<file path="config.mk">
export PLATFORM = sky130hd
export DESIGN_NAME = cache_nway
export DESIGN_NICKNAME = d
export VERILOG_FILES = /design/src/rtl/cache_nway.sv
export SDC_FILE = /design/constraint.sdc
export NUM_CORES = 2
export LEC_CHECK = 0
export ABC_CLOCK_PERIOD_IN_PS = 9800
export CAP_MARGIN = 25
export CORE_AREA = 2 2 510 512
export CTS_BUF_LIST = sky130_fd_sc_hd__clkbuf_8
export CTS_CLUSTER_DIAMETER = 30
export DETAILED_ROUTE_END_ITERATION = 6
export DIE_AREA = 0 0 512 514
export HOLD_SLACK_MARGIN = 0.05
export PLACE_DENSITY = 0.68
export SLEW_MARGIN = 20
export SYNTH_ARGS = -nofsm -noshare
export SYNTH_HDL_FRONTEND = slang
export SYNTH_SLANG_ARGS = --single-unit
</file>
<file path="constraint.sdc">
create_clock -name clk -period 9.8 [get_ports clk]
set_input_delay 1.96 -clock clk [delete_from_list [all_inputs] [get_ports clk]]
set_output_delay 1.96 -clock clk [all_outputs]
set_load 0.02 [all_outputs]
</file>
<file path="src/rtl/cache_nway.sv">
// cache_nway: N-way set-associative, write-back, write-allocate cache.
// The controller and the datapath live in this one block. It sits between
// the CPU memory port and the physical-memory (arbiter) port.
//
// Ports:
//   clk, reset          rising-edge clock, synchronous active-high reset
//   mem_read/mem_write  CPU request, held until mem_resp
//   mem_address         CPU byte address
//   mem_wdata           CPU write word
//   mem_byte_enable     byte lanes written on a CPU write
//   mem_rdata           read word, valid while mem_resp
//   mem_resp            CPU request complete (same cycle on a hit)
//   pmem_read/write     line fill / write-back strobes, held until pmem_resp
//   pmem_address        line-aligned physical address
//   pmem_wdata          write-back line
//   pmem_rdata          fill line, valid with pmem_resp
//   pmem_resp           physical transfer complete
//   flush               level request to write back every dirty line
//   flush_done          one-cycle pulse when the flush has finished
module cache_nway #(
    parameter int WAYS       = 2,
    parameter int SETS       = 8,
    parameter int LINE_BYTES = 16,
    parameter int ADDR_W     = 16,
    parameter int WORD_W     = 16
) (
    input  logic                    clk,
    input  logic                    reset,
    input  logic                    mem_read,
    input  logic                    mem_write,
    input  logic [ADDR_W-1:0]       mem_address,
    input  logic [WORD_W-1:0]       mem_wdata,
    input  logic [WORD_W/8-1:0]     mem_byte_enable,
    output logic [WORD_W-1:0]       mem_rdata,
    output logic                    mem_resp,
    output logic                    pmem_read,
    output logic                    pmem_write,
    output logic [ADDR_W-1:0]       pmem_address,
    output logic [LINE_BYTES*8-1:0] pmem_wdata,
    input  logic [LINE_BYTES*8-1:0] pmem_rdata,
    input  logic                    pmem_resp,
    input  logic                    flush,
    output logic                    flush_done
);
    localparam int OFF_W  = $clog2(LINE_BYTES);
    localparam int IDX_W  = $clog2(SETS);
    localparam int TAG_W  = ADDR_W - OFF_W - IDX_W;
    localparam int BE_W   = WORD_W / 8;
    localparam int BOFF_W = $clog2(BE_W);
    localparam int WSEL_W = OFF_W - BOFF_W;
    localparam int WAY_W  = $clog2(WAYS);
    localparam int LINE_W = LINE_BYTES * 8;
    localparam int FCNT_W = IDX_W + WAY_W;

    typedef enum logic [2:0] {
        S_CHECK,
        S_WRITEBACK,
        S_FILL,
        S_FLUSH_SCAN,
        S_FLUSH_WB,
        S_FLUSH_DONE
    } state_t;

    state_t              r_state;
    logic [WAYS-1:0]     r_valid [SETS];
    logic [WAYS-1:0]     r_dirty [SETS];
    logic [TAG_W-1:0]    r_tag   [SETS][WAYS];
    logic [LINE_W-1:0]   r_data  [SETS][WAYS];
    logic [WAY_W-1:0]    r_vptr  [SETS];
    logic [WAY_W-1:0]    r_victim;
    logic [FCNT_W-1:0]   r_fcnt;
    logic                r_pmem_read;
    logic                r_pmem_write;
    logic                r_flush_done;

    logic [TAG_W-1:0]    w_tag;
    logic [IDX_W-1:0]    w_idx;
    logic [WSEL_W-1:0]   w_wsel;
    logic                w_req;
    logic                w_hit;
    logic [WAY_W-1:0]    w_hit_way;
    logic                w_has_inv;
    logic [WAY_W-1:0]    w_inv_way;
    logic [WAY_W-1:0]    w_victim;
    logic [LINE_W-1:0]   w_hit_line;
    logic [WORD_W-1:0]   w_rword;
    logic [WORD_W-1:0]   w_wword;
    logic                w_hit_we;
    logic                w_fill_we;
    logic [IDX_W-1:0]    w_fidx;
    logic [WAY_W-1:0]    w_fway;
    logic                w_flast;
    logic [ADDR_W-1:0]   w_pmem_addr;
    logic [LINE_W-1:0]   w_pmem_wdata;
    logic                w_unused_ofs;

    assign w_tag  = mem_address[ADDR_W-1 -: TAG_W];
    assign w_idx  = mem_address[OFF_W +: IDX_W];
    assign w_wsel = mem_address[BOFF_W +: WSEL_W];
    assign w_req  = mem_read | mem_write;
    // Byte offset inside a word is irrelevant to a word-wide port.
    assign w_unused_ofs = ^mem_address[OFF_W-1:0];

    // Flush counter walks set-major: entry = set * WAYS + way.
    assign w_fidx  = r_fcnt[FCNT_W-1 -: IDX_W];
    assign w_fway  = r_fcnt[WAY_W-1:0];
    assign w_flast = (r_fcnt == FCNT_W'(SETS * WAYS - 1));

    // Tag match and victim choice (lowest invalid way, else the set pointer).
    always_comb begin
        w_hit     = 1'b0;
        w_hit_way = '0;
        w_has_inv = 1'b0;
        w_inv_way = '0;
        for (int unsigned w = 0; w < WAYS; w++) begin
            if (r_valid[w_idx][WAY_W'(w)] && (r_tag[w_idx][WAY_W'(w)] == w_tag)) begin
                w_hit     = 1'b1;
                w_hit_way = WAY_W'(w);
            end
            if (!w_has_inv && !r_valid[w_idx][WAY_W'(w)]) begin
                w_has_inv = 1'b1;
                w_inv_way = WAY_W'(w);
            end
        end
        w_victim = w_has_inv ? w_inv_way : r_vptr[w_idx];
    end

    assign w_hit_line = r_data[w_idx][w_hit_way];
    assign w_rword    = w_hit_line[w_wsel*WORD_W +: WORD_W];

    always_comb begin
        w_wword = w_rword;
        for (int unsigned b = 0; b < BE_W; b++) begin
            if (mem_byte_enable[b]) begin
                w_wword[b*8 +: 8] = mem_wdata[b*8 +: 8];
            end
        end
    end

    assign mem_resp  = (r_state == S_CHECK) && w_req && w_hit;
    assign mem_rdata = w_rword;
    assign w_hit_we  = mem_resp && mem_write;
    assign w_fill_we = (r_state == S_FILL) && pmem_resp;

    always_comb begin
        w_pmem_addr  = '0;
        w_pmem_wdata = '0;
        case (r_state)
            S_WRITEBACK: begin
                w_pmem_addr  = {r_tag[w_idx][r_victim], w_idx, {OFF_W{1'b0}}};
                w_pmem_wdata = r_data[w_idx][r_victim];
            end
            S_FILL: begin
                w_pmem_addr  = {w_tag, w_idx, {OFF_W{1'b0}}};
            end
            S_FLUSH_WB: begin
                w_pmem_addr  = {r_tag[w_fidx][w_fway], w_fidx, {OFF_W{1'b0}}};
                w_pmem_wdata = r_data[w_fidx][w_fway];
            end
            default: ;
        endcase
    end

    assign pmem_address = w_pmem_addr;
    assign pmem_wdata   = w_pmem_wdata;
    assign pmem_read    = r_pmem_read;
    assign pmem_write   = r_pmem_write;
    assign flush_done   = r_flush_done;

    // Line and tag storage need no reset: valid bits gate every use.
    always_ff @(posedge clk) begin
        if (w_fill_we) begin
            r_data[w_idx][r_victim] <= pmem_rdata;
            r_tag[w_idx][r_victim]  <= w_tag;
        end else if (w_hit_we) begin
            r_data[w_idx][w_hit_way][w_wsel*WORD_W +: WORD_W] <= w_wword;
        end
    end

    always_ff @(posedge clk) begin
        if (reset) begin
            r_state      <= S_CHECK;
            r_valid      <= '{default: '0};
            r_dirty      <= '{default: '0};
            r_vptr       <= '{default: '0};
            r_victim     <= '0;
            r_fcnt       <= '0;
            r_pmem_read  <= 1'b0;
            r_pmem_write <= 1'b0;
            r_flush_done <= 1'b0;
        end else begin
            r_flush_done <= 1'b0;
            case (r_state)
                S_CHECK: begin
                    if (w_req) begin
                        if (w_hit) begin
                            if (mem_write) begin
                                r_dirty[w_idx][w_hit_way] <= 1'b1;
                            end
                        end else begin
                            r_victim <= w_victim;
                            if (r_valid[w_idx][w_victim] && r_dirty[w_idx][w_victim]) begin
                                r_state      <= S_WRITEBACK;
                                r_pmem_write <= 1'b1;
                            end else begin
                                r_state     <= S_FILL;
                                r_pmem_read <= 1'b1;
                            end
                        end
                    end else if (flush) begin
                        r_state <= S_FLUSH_SCAN;
                        r_fcnt  <= '0;
                    end
                end
                S_WRITEBACK: begin
                    if (pmem_resp) begin
                        r_state      <= S_FILL;
                        r_pmem_write <= 1'b0;
                        r_pmem_read  <= 1'b1;
                    end
                end
                S_FILL: begin
                    if (pmem_resp) begin
                        r_valid[w_idx][r_victim] <= 1'b1;
                        r_dirty[w_idx][r_victim] <= 1'b0;
                        r_vptr[w_idx]            <= r_vptr[w_idx] + 1'b1;
                        r_pmem_read              <= 1'b0;
                        r_state                  <= S_CHECK;
                    end
                end
                S_FLUSH_SCAN: begin
                    if (r_valid[w_fidx][w_fway] && r_dirty[w_fidx][w_fway]) begin
                        r_state      <= S_FLUSH_WB;
                        r_pmem_write <= 1'b1;
                    end else if (w_flast) begin
                        r_state      <= S_FLUSH_DONE;
                        r_flush_done <= 1'b1;
                    end else begin
                        r_fcnt <= r_fcnt + 1'b1;
                    end
                end
                S_FLUSH_WB: begin
                    if (pmem_resp) begin
                        r_dirty[w_fidx][w_fway] <= 1'b0;
                        r_pmem_write            <= 1'b0;
                        // The last entry has no successor to scan.
                        if (w_flast) begin
                            r_state      <= S_FLUSH_DONE;
                            r_flush_done <= 1'b1;
                        end else begin
                            r_fcnt  <= r_fcnt + 1'b1;
                            r_state <= S_FLUSH_SCAN;
                        end
                    end
                end
                S_FLUSH_DONE: begin
                    r_fcnt  <= '0;
                    r_state <= S_CHECK;
                end
                default: r_state <= S_CHECK;
            endcase
        end
    end
endmodule

</file>
-- Word-level counts from Yosys, hierarchy flattened
Memory sizes are Yosys's and may differ from the RTL's. A register that Yosys moved wholly into a read port is not among the register bits.
Index checks and enable logic that the tools add are counted.
- $add $sub $neg: 3
- bitwise gates (word level): 269
- order comparisons: 16
- eq/ne operators: 25
- reduce and logical (&&, ||, !) cells: 30
- shift operators: 3
- multiplexer cells: 374
- operators with widths (kind ; number):
    $mux W128 ; 11
    $mux W256 ; 2
    $mux W1 ; 292
    $or A1 B1 Y1 ; 257
    $demux W128 S1 ; 2
    $pmux W128 S2 ; 1
    $shift A16 B34 Y128 const A ; 1
    $shiftx A128 B8 Y16 ; 1
    $shiftx A16 B34 Y128 ; 1
    $pmux W16 S3 ; 2
    $mux W16 ; 5
    $mux W9 ; 7
    $mux W3 ; 13
    $neg A7 Y34 ; 1
    $and A16 B16 Y16 ; 2
    $not A16 Y16 ; 2
    $or A16 B16 Y16 ; 2
    $bmux W2 S3 ; 4
    $mux W2 ; 12
    $ne A2 B2 Y1 const B ; 12
    $reduce_and A6 Y1 ; 4
    $mux W4 ; 5
    $demux W2 S3 ; 3
    $eq A9 B9 Y1 ; 2
    other kinds (37) ; 76
- logic and storage cells: 752
- input bits: 168
- memories kept: 2
- output and inout port bits: 164
- bits in writable memories: 2192
- bits in registers: 51
- memory list (memory ; depth ; bits a word ; rd ports ; clocked after Yosys merged registers in ; wr ports ; line ; source):
    r_data ; 8 ; 256 ; 2 ; 1 ; 1 ; 68 ; logic [LINE_W-1:0] r_data [SETS][WAYS];
    r_tag ; 8 ; 18 ; 2 ; 1 ; 1 ; 67 ; logic [TAG_W-1:0] r_tag [SETS][WAYS];

-- Logic depth before layout (Yosys ltp)
- word-level depth: 17
- mapped depth: 21
- gate-level depth less buffers: 10

-- Worst setup path before layout
OpenSTA, ideal clock, no wires.
- path kind: input to output
- from: input mem_address[4]
- to: output mem_rdata[12]
- buffers on the path: 4
- data required time: 7.840 ns
- stages on the path: 12
- arrival time: 4.849 ns
- slack: 2.991 ns
- cell sequence: buf_6 -> buf_12 -> mux4_2 -> mux2i_1 -> xor2_1 -> o2111ai_2 -> or2_1 -> buf_6 -> nor2_4 -> buf_6 -> mux2_2 -> o31ai_1
- cells in the longest elaborated chain, start to end: 11
- elaborated cells on any way between the ends: 14
- classes of those cells: eq/ne: 1; shift: 1; mux: 7; bitwise: 2; reduce/logical: 1; memory: 2
- RTL lines (what ; line ; source):
    start, declared ; 31 ; input logic [ADDR_W-1:0] mem_address,
    parallel branches: the longest is 7 deep, another holds $mem_v2 Z8 W18 ; n/a ;
    $mux W128 (not written as such) (*) (3 in series) ; 128 ; assign w_hit_line = r_data[w_idx][w_hit_way];
    $shiftx A128 B8 Y16 (*) ; 129 ; assign w_rword = w_hit_line[w_wsel*WORD_W +: WORD_W];
    end, declared ; 34 ; output logic [WORD_W-1:0] mem_rdata,
Every way passes the cells marked *. The select of a mux whose other input is x is not followed.

-- Worst setup path after layout
- from: input mem_address[4]
- to: output mem_rdata[0]
Same word-level chain as after synthesis.

==> results.cfg <==
[synthesis]
synth.distinct_cells = 104
synth_top_area_share_pct = 59.6
synthArstFlopShare_pct = 0
synthTopCellsByArea = edfxtp_1, mux4_2, mux2i_1, o21ai_0, a221oi_1
yosys_warnings = 0
synth_largest_area_cell = edfxtp_1
syn_avg_cell_area_sq_um = 15.4
yosysSeqAreaShare_pct = 60.5
netlist_area_sq_um = 111000
synth-main-ff-cell = edfxtp_1
synth_edf_count = 2192
synthCells = 7194
ys_ff_latch = 2246

[timing]
period_needed_ps = 9540
report.final.slew_viol_count = 0
min_period_over_period_pct = 97.4
worst_pin_slew_ps = 1250
timing.setup.tns_ps = 0
max_freq_mhz = 105
setup_violations = 0
finalHoldViolCount = 0
rsz0062_at_grt = false
clock_skew_ps = 114
slew_headroom_pct = 16.4

[layout]
drive_gt1_share_pct = 28.5
final_util_pct = 49.8
area_growth_pct = 16.4
fin_nets = 7892

[route]
drt_iter0_drc = 16700
drtPass1Iterations = 7
via_per_inst = 7.23
wl_met2_mm = 190
wl_mm = 463
wire_per_inst_um = 40.3
ant_nets = 0
vias = 83200
dr.max_layer_used = met5
wl_met1_mm = 149
dr_wl_met3_mm = 83.1
drcViolationCount = 2

[die]
ios = 332
die_y_um = 514
start_util_pct = 42.8
die_w_um = 512
die_area_sq_um = 263000
core_sq_um = 258000
core.rowCount = 187

[clock_tree]
ctsHtreeMaxLevel = 5
post_cts_buffers = 0
insertion_delay_ps = 1150
cts_buffers = 451
cts_tree = done
cts.sink_count = 2246
cts_buffer_depth = 4
cts-resized-gates = 0
cts-hold-fix-buffers = 0
root_buffer = clkbuf_8
clkTransAtPathRegs_ps = 60

[grt]
grt_pass1_vias = 78900
grt_overflow = 0
grt_max_degree = 131
grt.total_usage_pct = 34.2
grt_pass1_wl_mm = 627
antenna_found_initial = 40

[placement]
port_buffers = 326
globalplace.congestion = 0.989
dp_hpwl_mm = 291

[setup_path]
worstSetupPathType = input pin to output port
start_kind = input pin
r2r-end = r_data[5][254]
cp-startpoint = mem_address[4]
cp.arrival_ps = 7580
end_kind = output port
path_max_fanout = 51
ff2ff_path_depth = 12
crit_required_ps = 7840
ff2ff_setup_slack_ps = 3110
r2r_start = r_tag[7][5]
crit_end = mem_rdata[0]

[flow_run]
maxCapViolCount = 0

[pwr]
finalPower_uw = 24700
p_per_area_nw_per_um2 = 192
leakage_uw = 0.0410
peakVddDrop_uv = 178

[status]
status = finished, violations left
violations = DRC

[min_path]
hold_class = flip-flop to flip-flop
[cells in the final DEF (no fill, tap or decap), drive strengths merged, types with 47 or more instances in the layout]
cell type	count
nand3	66
buf	411
clkdlybuf4s50	307
nor2	406
mux4	828
a31oi	47
o22ai	92
mux2	135
nand2	633
clkbuf	468
a21oi	257
inv	99
dfxtp	54
mux2i	317
bufinv	54
clkinv	165
o21ai	566
a221oi	276
edfxtp	2192
a22oi	136
a22o	74
[sequential cells by signal, indices dropped and copies added (netlist names), named ones only]
signal      flops
r_valid        16
r_dirty        16
r_vptr          8
r_state         3
r_victim        1
r_tag         144
flush_done      1
pmem_write      1
r_fcnt          4
pmem_read       1
r_data       2048
[power breakdown]
group | total, uW | switching (uW) | internal [uW] | leakage (uW)
Clock | 10200 | 4320 | 5870 | 0.00505
Sequential | 10800 | 88.9 | 10700 | 0.0202
Combinational | 3710 | 2580 | 1130 | 0.0158
Total | 24700 | 6990 | 17700 | 0.0410
[how the worst min path moves through the flow]
stage | startpoint | to | slack [ps] | cells past startpoint
after detailed placement | pmem_write | pmem_write | 450 | 2
after global placement | pmem_write | pmem_write | 450 | 2
after floorplan | r_valid[6] | r_valid[6] | 450 | 2
after global routing | pmem_write | pmem_write | 480 | 2
after CTS | pmem_write | pmem_write | 460 | 2
final | pmem_write | pmem_write | 460 | 2
[per-stage QoR]
step / hold WS (ps) / area (sq um) / cells / setup WS, ps
after global placement: 448 / 119000 / 10600 / 626
after CTS: 460 / 128000 / 11500 / 604
after detailed placement: 453 / 119000 / 10700 / 635
after floorplan: 452 / 111000 / 7197 / 2990
after global routing: 477 / 129000 / 11500 / 462
final: 463 / 129000 / 11500 / 259
[worst max-delay path, stage by stage]
cell and delay [ps]:
buf_8 440, buf_4 560, mux2i_1 300, a22oi_1 140, and3b_1 200, nor4b_1 420
buf_4 200, and2_2 510, nand2_4 360, a21oi_1 890, or4_1 390, and2_1 420
clkdlybuf4s50_1 690
[cell usage after synthesis (9+ instances only)]
| master | n |
|---|---|
| a211oi_1 | 17 |
| a21oi_1 | 257 |
| a221o_1 | 38 |
| a221oi_1 | 275 |
| a222oi_1 | 15 |
| a22o_1 | 74 |
| a22oi_1 | 135 |
| a31oi_1 | 39 |
| and2_1 | 26 |
| and3_1 | 12 |
| buf_1 | 114 |
| buf_2 | 134 |
| buf_4 | 46 |
| buf_6 | 34 |
| clkbuf_1 | 317 |
| dfxtp_1 | 54 |
| edfxtp_1 | 2192 |
| inv_1 | 9 |
| mux2_2 | 133 |
| mux2i_1 | 315 |
| mux4_2 | 826 |
| nand2_1 | 632 |
| nand2b_1 | 9 |
| nand3_1 | 65 |
| nand4_1 | 20 |
| nor2_1 | 404 |
| nor2b_1 | 16 |
| nor3_1 | 33 |
| nor4_1 | 11 |
| o211ai_1 | 27 |
| o21ai_0 | 502 |
| o21ai_1 | 54 |
| o21ai_2 | 10 |
| o221ai_1 | 23 |
| o22ai_1 | 92 |
| o31ai_1 | 38 |
[final cells by class]
type | instances | area (sq um)
antenna | 38 | 95.1
clock buffer | 464 | 6390
clock inverter | 344 | 3130
fill | 21300 | 129000
inverter | 16 | 77.6
multi-input combinational | 4281 | 41100
sequential | 2246 | 66900
tap | 3402 | 4260
timing repair buffer | 722 | 6680
[layer usage]
metal | global-route usage, % | vias to the layer above
met1 | 41.5 | 41500
li1 | - | 30900
met5 | 1.08 | -
met4 | 24.8 | 46
met2 | 47.3 | 8787
met3 | 16.4 | 2002
[logic make-up (layout without fill, tap and decap cells)]
group	count (synthesis)	after routing	synth area share [%]
flops	2246	2246	60.5
compound gates	1695	1695	10.3
simple gates	1283	1283	4.92
mux	1280	1280	21.1
buf+inv	670	1546	2.89
xor+xnor	13	13	0.103
fa+ha+maj	6	6	0.0679
other cells	1	42	0.00339
No activity file was read; power rests on OpenSTA's default activity.
